===== config.mk =====
export PLATFORM = sky130hd
export DESIGN_NAME = wb_port_arbiter
export DESIGN_NICKNAME = d
export VERILOG_FILES = /design/src/rtl/wb_port_arbiter_pkg.sv /design/src/rtl/wb_port_arbiter_mc.sv /design/src/rtl/wb_port_arbiter.sv
export SDC_FILE = /design/constraint.sdc
export NUM_CORES = 1
export LEC_CHECK = 0
export ABC_AREA = 0
export BUFFER_PORTS_ARGS = -buffer_cell sky130_fd_sc_hd__buf_2
export CORE_MARGIN = 4
export CORE_UTILIZATION = 30
export DETAILED_ROUTE_END_ITERATION = 16
export PLACE_DENSITY = 0.52
export SYNTH_ARGS = -nofsm -noshare
export SYNTH_HDL_FRONTEND = slang
export SYNTH_SLANG_ARGS = --single-unit

===== constraint.sdc =====
create_clock -name clk -period 3.13 [get_ports clk]
set_input_delay 0.1565 -clock clk [delete_from_list [all_inputs] [get_ports clk]]
set_output_delay 0.1565 -clock clk [all_outputs]
set_load 0.01 [all_outputs]

===== src/rtl/wb_port_arbiter_pkg.sv =====
// -----------------------------------------------------------------------------
// wb_port_arbiter_pkg
// Shared types and constants for the single-port register-file writeback
// arbiter and its multi-cycle result queue.
//   arb_state_e : arbiter priority state (ALU_PRI after reset, MC_PRI for one
//                 cycle after the queue head has been starved)
//   gnt_sel_e   : which source owns the writeback port this cycle
//   wb_entry_t  : one queued multi-cycle result (destination + data)
// -----------------------------------------------------------------------------
package wb_port_arbiter_pkg;

    localparam int REG_IDX_W = 5;
    localparam int DATA_W    = 32;

    typedef enum logic {
        ALU_PRI = 1'b0,
        MC_PRI  = 1'b1
    } arb_state_e;

    typedef enum logic [1:0] {
        GNT_NONE = 2'd0,
        GNT_ALU  = 2'd1,
        GNT_MC   = 2'd2
    } gnt_sel_e;

    typedef struct packed {
        logic [REG_IDX_W-1:0] rd;
        logic [DATA_W-1:0]    data;
    } wb_entry_t;

    localparam int WB_ENTRY_W = $bits(wb_entry_t);

endpackage


===== src/rtl/wb_port_arbiter_mc.sv =====
// -----------------------------------------------------------------------------
// wb_mc_fifo
// In-order queue for multi-cycle (load/mul/div) results awaiting the shared
// writeback port. The head is presented combinationally so the arbiter can
// write it back in the same cycle it is popped; a pushed entry only becomes
// visible at the head on the following cycle (no bypass).
// Ports:
//   clk, reset_n          clock, asynchronous active-low reset
//   push, push_data       write an entry (ignored when full)
//   pop                   remove the head entry (ignored when empty)
//   head_data             current head entry
//   full, empty, count    occupancy status (count is 0..DEPTH)
// DEPTH must be a power of two so the pointers wrap by plain overflow.
// -----------------------------------------------------------------------------
module wb_mc_fifo #(
    parameter int DEPTH = 2,
    parameter int WIDTH = 37,
    localparam int PTR_W = $clog2(DEPTH),
    localparam int CNT_W = PTR_W + 1
) (
    input  logic             clk,
    input  logic             reset_n,
    input  logic             push,
    input  logic [WIDTH-1:0] push_data,
    input  logic             pop,
    output logic [WIDTH-1:0] head_data,
    output logic             full,
    output logic             empty,
    output logic [CNT_W-1:0] count
);

    logic [WIDTH-1:0] mem_q [DEPTH];
    logic [PTR_W-1:0] wr_ptr_q, wr_ptr_d;
    logic [PTR_W-1:0] rd_ptr_q, rd_ptr_d;
    logic [CNT_W-1:0] count_q, count_d;
    logic             push_ok;
    logic             pop_ok;

    assign full      = (count_q == CNT_W'(DEPTH));
    assign empty     = (count_q == '0);
    assign count     = count_q;
    assign head_data = mem_q[rd_ptr_q];

    // Full/empty come from the registered count, so a pop never frees a slot
    // for a push in the same cycle.
    assign push_ok = push && !full;
    assign pop_ok  = pop && !empty;

    always_comb begin
        wr_ptr_d = wr_ptr_q;
        rd_ptr_d = rd_ptr_q;
        count_d  = count_q;
        if (push_ok) begin
            wr_ptr_d = wr_ptr_q + PTR_W'(1);
        end
        if (pop_ok) begin
            rd_ptr_d = rd_ptr_q + PTR_W'(1);
        end
        case ({push_ok, pop_ok})
            2'b10:   count_d = count_q + CNT_W'(1);
            2'b01:   count_d = count_q - CNT_W'(1);
            default: count_d = count_q;
        endcase
    end

    always_ff @(posedge clk or negedge reset_n) begin
        if (!reset_n) begin
            wr_ptr_q <= '0;
            rd_ptr_q <= '0;
            count_q  <= '0;
        end else begin
            wr_ptr_q <= wr_ptr_d;
            rd_ptr_q <= rd_ptr_d;
            count_q  <= count_d;
        end
    end

    // Payload storage needs no reset: occupancy alone decides validity.
    always_ff @(posedge clk) begin
        if (push_ok) begin
            mem_q[wr_ptr_q] <= push_data;
        end
    end

endmodule


===== src/rtl/wb_port_arbiter.sv =====
// -----------------------------------------------------------------------------
// wb_port_arbiter
// Shares the single register-file write port between the ALU (execute stage)
// and a queue of multi-cycle unit results. The ALU normally wins; if a queued
// result loses STARVE_LIMIT consecutive times the arbiter spends one cycle in
// MC_PRI, stalls the ALU and writes the queue head.
// Ports:
//   clk, reset_n                     clock, asynchronous active-low reset
//   alu_valid/alu_rd/alu_data        ALU result in; alu_ready = accepted
//   mc_valid/mc_rd/mc_data           multi-cycle result in; mc_ready = queued
//   wb_we/wb_rd/wb_data              registered register-file write port
//   mc_pending                       queue non-empty (hazard hold)
// -----------------------------------------------------------------------------
module wb_port_arbiter
    import wb_port_arbiter_pkg::*;
#(
    parameter int STARVE_LIMIT = 4,
    parameter int MC_DEPTH     = 2
) (
    input  logic                 clk,
    input  logic                 reset_n,
    input  logic                 alu_valid,
    input  logic [REG_IDX_W-1:0] alu_rd,
    input  logic [DATA_W-1:0]    alu_data,
    output logic                 alu_ready,
    input  logic                 mc_valid,
    input  logic [REG_IDX_W-1:0] mc_rd,
    input  logic [DATA_W-1:0]    mc_data,
    output logic                 mc_ready,
    output logic                 wb_we,
    output logic [REG_IDX_W-1:0] wb_rd,
    output logic [DATA_W-1:0]    wb_data,
    output logic                 mc_pending
);

    localparam int STARVE_W = $clog2(STARVE_LIMIT + 1);
    localparam int CNT_W    = $clog2(MC_DEPTH) + 1;

    arb_state_e           state_q, state_d;
    logic [STARVE_W-1:0]  starve_cnt_q, starve_cnt_d;
    logic                 wb_we_q, wb_we_d;
    logic [REG_IDX_W-1:0] wb_rd_q, wb_rd_d;
    logic [DATA_W-1:0]    wb_data_q, wb_data_d;

    gnt_sel_e             gnt;
    wb_entry_t            mc_entry;
    wb_entry_t            fifo_head;
    logic [WB_ENTRY_W-1:0] fifo_head_bits;
    logic                 fifo_full;
    logic                 fifo_empty;
    logic [CNT_W-1:0]     fifo_count;
    logic [REG_IDX_W-1:0] sel_rd;
    logic [DATA_W-1:0]    sel_data;

    assign mc_entry  = '{rd: mc_rd, data: mc_data};
    assign fifo_head = wb_entry_t'(fifo_head_bits);

    wb_mc_fifo #(
        .DEPTH (MC_DEPTH),
        .WIDTH (WB_ENTRY_W)
    ) u_mc_fifo (
        .clk       (clk),
        .reset_n   (reset_n),
        .push      (mc_valid && mc_ready),
        .push_data (mc_entry),
        .pop       (gnt == GNT_MC),
        .head_data (fifo_head_bits),
        .full      (fifo_full),
        .empty     (fifo_empty),
        .count     (fifo_count)
    );

    assign mc_ready   = !fifo_full;
    assign mc_pending = (fifo_count != '0);
    assign alu_ready  = (state_q == ALU_PRI);

    // Arbitration and starvation tracking.
    always_comb begin
        gnt          = GNT_NONE;
        state_d      = state_q;
        starve_cnt_d = starve_cnt_q;
        case (state_q)
            ALU_PRI: begin
                if (alu_valid) begin
                    gnt = GNT_ALU;
                end else if (!fifo_empty) begin
                    gnt = GNT_MC;
                end
                // Count only losses suffered by a waiting queue head.
                if (fifo_empty || (gnt == GNT_MC)) begin
                    starve_cnt_d = '0;
                end else if ((gnt == GNT_ALU) &&
                             (starve_cnt_q != STARVE_W'(STARVE_LIMIT))) begin
                    starve_cnt_d = starve_cnt_q + STARVE_W'(1);
                end
                if (starve_cnt_d == STARVE_W'(STARVE_LIMIT)) begin
                    state_d = MC_PRI;
                end
            end
            MC_PRI: begin
                // Entry here implies a non-empty queue; the check only guards
                // against popping nothing.
                if (!fifo_empty) begin
                    gnt = GNT_MC;
                end
                starve_cnt_d = '0;
                state_d      = ALU_PRI;
            end
            default: begin
                state_d      = ALU_PRI;
                starve_cnt_d = '0;
            end
        endcase
    end

    // Writeback port: rd == 0 completes the handshake but writes nothing, and
    // address/data hold their last written values otherwise.
    always_comb begin
        sel_rd    = alu_rd;
        sel_data  = alu_data;
        wb_we_d   = 1'b0;
        wb_rd_d   = wb_rd_q;
        wb_data_d = wb_data_q;
        if (gnt == GNT_MC) begin
            sel_rd   = fifo_head.rd;
            sel_data = fifo_head.data;
        end
        if ((gnt != GNT_NONE) && (sel_rd != '0)) begin
            wb_we_d   = 1'b1;
            wb_rd_d   = sel_rd;
            wb_data_d = sel_data;
        end
    end

    always_ff @(posedge clk or negedge reset_n) begin
        if (!reset_n) begin
            state_q      <= ALU_PRI;
            starve_cnt_q <= '0;
            wb_we_q      <= 1'b0;
            wb_rd_q      <= '0;
            wb_data_q    <= '0;
        end else begin
            state_q      <= state_d;
            starve_cnt_q <= starve_cnt_d;
            wb_we_q      <= wb_we_d;
            wb_rd_q      <= wb_rd_d;
            wb_data_q    <= wb_data_d;
        end
    end

    assign wb_we   = wb_we_q;
    assign wb_rd   = wb_rd_q;
    assign wb_data = wb_data_q;

endmodule


==> results of run 1 <==
-- logic make-up (layout without fill, tap and decap cells) --
logic type | after synthesis | in the layout | share of synthesized area [%]
DFF | 120 | 120 | 68.4
xor gates and xnor gates | 6 | 6 | 1.06
adders and majority gates | 3 | 3 | 0.761
buffers and inverters | 57 | 273 | 5.32
muxes | 38 | 38 | 7.71
AOI/OAI and AO/OA | 45 | 45 | 11.3
and+or+nand+nor | 63 | 63 | 5.53
-- per-layer routing --
| layer | routed length (um) | vias up | GRT usage, % |
|---|---|---|---|
| met5 | 0 | - | 0 |
| met4 | 217 | 0 | 5.94 |
| met3 | 460 | 17 | 3.03 |
| met2 | 5900 | 80 | 22.0 |
| met1 | 4910 | 1573 | 15.4 |
| li1 | - | 1618 | - |
-- power breakdown --
group	internal (mW)	switching, mW	total [mW]
combinational	0.740	0.978	1.72
sequential	2.19	0.241	2.43
clock	1.15	0.654	1.81
-- layout make-up --
class / instances / share of cell area (%)
Clock inverter: 7 / 1.01
Inverter: 42 / 2.23
Multi-Input combinational cell: 155 / 18.7
Timing Repair Buffer: 199 / 19.7
Sequential cell: 120 / 47.7
Tap cell: 216 / 3.82
Clock buffer: 25 / 6.86
-- sequential cells by signal, summed over array words and instances, names as in the netlist --
register            cells
u_mc_fifo.mem_q        74
wb_data                32
wb_rd                   5
starve_cnt_q            3
u_mc_fifo.count         2
state_q                 1
u_mc_fifo.rd_ptr_q      1
u_mc_fifo.wr_ptr_q      1
wb_we                   1
-- metrics by stage --
stage / util, % / worst slack (ns)
after floorplan: - / 0.391
after global placement: 36.1 / 0.852
after detailed placement: 36.1 / 0.799
after CTS: 44.2 / 0.768
after global routing: 44.2 / 0.655
final: 44.2 / 0.814
-- tightest hold or removal path, delay by kind of cell --
kind / cells / cell delay, ns
AO/OA/AOI/OAI: 1 / 0.11
buffers and inverters: 1 / 0.11
AND/OR/NAND/NOR: 1 / 0.05
-- placed cells by master, fill, tap and decap left out, types with 4 or more instances in the layout --
cell,instances
xnor2_1,5
inv_1,42
nor2_1,6
clkbuf_1,5
nor3_1,4
clkbuf_16,17
dlygate4sd3_1,74
buf_2,118
dfrtp_1,45
edfxtp_1,74
buf_4,6
o221ai_1,7
o221ai_2,29
nand2_1,41
mux2i_1,38
-- worst paths after layout --
kind | from | to | slack, ns | cells after the start
max | u_mc_fifo.mem_q[0][34]$_DFFE_PP_ | wb_data[18]$_DFFE_PN0P_ | 0.81 | 4
min | alu_valid | state_q$_DFF_PN0_ | 0.06 | 3
max reg2reg | u_mc_fifo.mem_q[0][34]$_DFFE_PP_ | wb_data[18]$_DFFE_PN0P_ | 0.81 | 4
min reg2reg | u_mc_fifo.count[1]$_DFFE_PN0P_ | u_mc_fifo.count[1]$_DFFE_PN0P_ | 0.54 | 1
max in group asynchronous | reset_n | u_mc_fifo.rd_ptr_q$_DFFE_PN0P_ | 1.88 | 2
min in group asynchronous | reset_n | wb_data[0]$_DFFE_PN0P_ | 0.51 | 2
-- synth_stat cells, types with 4 or more instances --
cell and number:
inv_1 42, xnor2_1 5, nor3_1 4, o221ai_2 29
nor2_1 7, dfrtp_1 46, buf_2 6, edfxtp_1 74
o221ai_1 7, mux2i_1 38, clkbuf_1 5, nand2_1 42
==> impl_metrics.env, run 1 <==
export IMPL_place_congestion=0.712
export IMPL_rsz0062_at_grt="no"
export IMPL_diodes=0
export IMPL_crit_slowest_cell="a21o_2"
export IMPL_clk_latency_ns=0.41
export IMPL_nFillCells=1515
export IMPL_maxCapViolCount=0
export IMPL_synth_area_per_cell_sq_um=14.9
export IMPL_finalHoldViolations=0
export IMPL_dpl_cell_area_sq_um=5780
export IMPL_stdcell_count=764
export IMPL_core_area_sq_um=16000
export IMPL_setup_violations=0
export IMPL_grt_pass1_vias=3527
export IMPL_synth_nets=413
export IMPL_finalClockSkew_ns=0.00920
export IMPL_crit_family="compound AO/OA/AOI/OAI gates"
export IMPL_min_delay_path_class="in2reg"
export IMPL_worst_path_buf_inv=0
export IMPL_period_minus_slack_ns=2.32
export IMPL_dp_hpwl_um=7580
export IMPL_syn_to_final_growth_pct=43.4
export IMPL_hold_slack_ns=0.0554
export IMPL_numClockSinks=120
export IMPL_drtPass1Iterations=4
export IMPL_worstMarginPinSlew_ns=1.11
export IMPL_cts_buffers=17
export IMPL_clk_path_buf_depth=2
export IMPL_yosysWarnings=0
export IMPL_totalWireLength_um=11500
export IMPL_ios=119
export IMPL_p_total_mw=5.96
export IMPL_synth_main_ff_cell="edfxtp_1"
export IMPL_design_area_sq_um=7080
export IMPL_ir_drop_v=0.000388
export IMPL_grt_max_degree=47
export IMPL_grt_usage_pct=12.9
export IMPL_period_share_pct=74.0
export IMPL_netlist_area_sq_um=4930
export IMPL_io_buffers=118
export IMPL_synth_ff_latch_count=120
export IMPL_slew_headroom_pct=26.0
export IMPL_critPathKind="reg2reg"
export IMPL_cts_resized_gates=0
export IMPL_crit_fanout=37
export IMPL_multi_input_area_sq_um=1320
export IMPL_cpPeakStageDelay_ns=0.58
export IMPL_synth_async_reset_ratio_pct=38.3
export IMPL_synthCells=332
export IMPL_yosys_area_top_type="edfxtp_1"
export IMPL_cp_required_ns=3.44
export IMPL_drc=0
export IMPL_ant_nets=0
export IMPL_drt_initial_drc_count=124
export IMPL_power_leakage_nw=3.00
export IMPL_synth_distinct_cells=31
export IMPL_status="finished, final reports clean"
export IMPL_synth_edf_count=74
export IMPL_dieArea_sq_um=18600
export IMPL_critPathLaunchType="flop"
export IMPL_grt_pass1_wl_um=18000
export IMPL_nets=616
export IMPL_antenna_found_initial=0
export IMPL_crit_arrival_ns=2.63
export IMPL_hold_buffers=74
export IMPL_synthTopCellsByArea="edfxtp_1 45%, dfrtp_1 23%, o221ai_2 8.8%"
export IMPL_clockRootBuffer="clkbuf_16"
export IMPL_grt_overflow_total=0
export IMPL_viasPerCell=4.30
export IMPL_p_per_area_nw_per_um2=842
export IMPL_die_h_um=136
export IMPL_yosysSeqAreaShare_pct=68.4
export IMPL_tns_ns=0
export IMPL_max_freq_mhz=432
export IMPL_drive_gt1_share_pct=34.3
export IMPL_die_w_um=136
export IMPL_seqCellArea_sq_um=3370
export IMPL_report_final_slew_viol_count=0
export IMPL_dp_cells=658
export IMPL_initial_core_util_pct=30.8
export IMPL_netlist_area_leader_share_pct=45.0
export IMPL_fp_row_count=46
export IMPL_path_cells="or4_4, o32a_1, a21o_2, o221ai_1"
export IMPL_clk_transition_reported_paths_ns=0.05
export IMPL_cts_tree="done"
export IMPL_wl_per_cell_um=15.0
export IMPL_num_vias=3288
export IMPL_end_kind="flop"
export IMPL_htree_levels=4
export IMPL_post_cts_buffers=0
Note: power is estimated with default switching activity, not from simulation.
==> run 2: changes to the inputs <==
==> constraint.sdc (replaced) <==
create_clock -name clk -period 2.3 [get_ports clk]
set_input_delay 0.115 -clock clk [delete_from_list [all_inputs] [get_ports clk]]
set_output_delay 0.115 -clock clk [all_outputs]
set_load 0.01 [all_outputs]
==> impl_metrics.env, run 2 (synthesized netlist as in run 1, its figures left out) <==
export IMPL_io_buffers=118
export IMPL_worstMarginPinSlew_ns=0.719
export IMPL_numClockSinks=120
export IMPL_cts_buffers=17
export IMPL_largest_reg_flops=74
export IMPL_finalHoldViolations=0
export IMPL_p_total_mw=8.63
export IMPL_p_per_area_nw_per_um2=1190
export IMPL_num_vias=3356
export IMPL_ios=119
export IMPL_place_congestion=0.715
export IMPL_setup_violations=0
export IMPL_final_common_cell="buf_2"
export IMPL_clk_path_buf_depth=2
export IMPL_grt_usage_pct=13.6
export IMPL_fin_ws_ns=0.217
export IMPL_rrSetupSlack_ns=0.22
export IMPL_clk_latency_ns=0.41
export IMPL_topRoutingLayerUsed="met4"
export IMPL_finalClockSkew_ns=0.00918
export IMPL_crit_arrival_ns=2.40
export IMPL_power_leakage_nw=3.09
export IMPL_min_delay_path_class="in2reg"
export IMPL_period_share_pct=90.6
export IMPL_ant_nets=0
export IMPL_syn_to_final_growth_pct=46.5
export IMPL_critPathKind="reg2reg"
export IMPL_grt_max_degree=39
export IMPL_grt_pass1_vias=3662
export IMPL_r2r_cells=5
export IMPL_rsz0062_at_grt="no"
export IMPL_crit_end="wb_data[11]$_DFFE_PN0P_"
export IMPL_core_area_sq_um=16000
export IMPL_maxCapViolCount=0
export IMPL_die_w_um=136
export IMPL_cts_resized_gates=0
export IMPL_nets=619
export IMPL_cp_required_ns=2.61
export IMPL_wl_met3_um=605
export IMPL_drtPass1Iterations=4
export IMPL_wl_per_cell_um=15.7
export IMPL_drc=0
export IMPL_regToRegStartpoint="u_mc_fifo.mem_q[0][34]$_DFFE_PP_"
export IMPL_dr_wl_met2_um=6060
export IMPL_crit_fanout=20
export IMPL_layout_common_cells="118 x buf_2, 74 x dlygate4sd3_1, 74 x edfxtp_1"
export IMPL_critPathLaunchType="flop"
export IMPL_worstSetupStartpoint="u_mc_fifo.mem_q[0][34]$_DFFE_PP_"
export IMPL_clk_transition_reported_paths_ns=0.05
export IMPL_status="finished, final reports clean"
export IMPL_reg2reg_to="wb_data[11]$_DFFE_PN0P_"
export IMPL_tns_ns=0
export IMPL_clockRootBuffer="clkbuf_16"
export IMPL_initial_core_util_pct=30.8
export IMPL_period_minus_slack_ns=2.08
export IMPL_dieArea_sq_um=18600
export IMPL_wl_met1_um=5180
export IMPL_cts_tree="done"
export IMPL_slew_headroom_pct=52.1
export IMPL_viasPerCell=4.38
export IMPL_grt_overflow_total=0
export IMPL_drive_gt1_share_pct=35.0
export IMPL_antenna_found_initial=0
export IMPL_end_kind="flop"
export IMPL_grt_pass1_wl_um=18800
export IMPL_totalWireLength_um=12000
export IMPL_htree_levels=4
export IMPL_drt_initial_drc_count=126
export IMPL_place_ws_ns=0.198
export IMPL_die_h_um=136
export IMPL_regMostFlops="u_mc_fifo.mem_q"
export IMPL_diodes=0
export IMPL_report_final_slew_viol_count=0
export IMPL_ir_drop_v=0.000561
export IMPL_max_freq_mhz=480
export IMPL_dp_hpwl_um=7700
export IMPL_fp_row_count=46
[run 2: layout make-up]
| class | instances | area (sq um) |
|---|---|---|
| clock buffer | 23 | 478 |
| sequential | 120 | 3370 |
| fill | 1489 | 8770 |
| timing repair buffer | 202 | 1460 |
| tap | 216 | 270 |
| clock inverter | 9 | 170 |
| multi-input combinational | 155 | 1320 |
| inverter | 42 | 158 |
[run 2: routing by layer]
metal	track usage, %	vias to the layer above
li1	-	1626
met1	16.3	1637
met2	22.8	79
met3	3.89	14
met4	6.16	0
met5	0	-
[run 2: worst min path at each step]
stage,startpoint,to,slack [ns],cells past startpoint
2_1_floorplan,reset_n,starve_cnt_q[0]$_DFF_PN0_,-0.18,0
3_3_place_gp,reset_n,wb_data[2]$_DFFE_PN0P_,0.08,1
3_5_place_dp,reset_n,wb_data[2]$_DFFE_PN0P_,0.09,1
4_1_cts,alu_valid,state_q$_DFF_PN0_,0.004,3
5_1_grt,alu_valid,state_q$_DFF_PN0_,0.03,3
6_report,alu_valid,state_q$_DFF_PN0_,0.02,3
[run 2: metrics by stage]
step	std cells	area, sq um	util, %	hold WS [ns]
floorplan	332	4940	-	-0.181
global placement	661	5840	36.5	0.0818
detailed placement	661	5840	36.5	0.0909
CTS	767	7230	45.2	0.00421
global route	767	7230	45.2	0.0313
finish	767	7230	45.2	0.0243
[run 2: where the power goes]
part | switching, mW | leakage [nW] | internal, mW
combinational | 1.40 | 1.53 | 1.06
clock | 0.885 | 0.321 | 2.00
sequential | 0.292 | 1.23 | 2.98
[run 2: timing repair]
item,in CTS,in global routing
hold endpoints to repair,126,0
buffers inserted,0,0
hold buffers,74,0
[run 2: critical path: stages (launching register included)]
cell,delay (ns)
edfxtp_1,0.39
or4_4,0.55
o32a_1,0.33
a21o_2,0.34
buf_12,0.21
o221ai_2,0.17
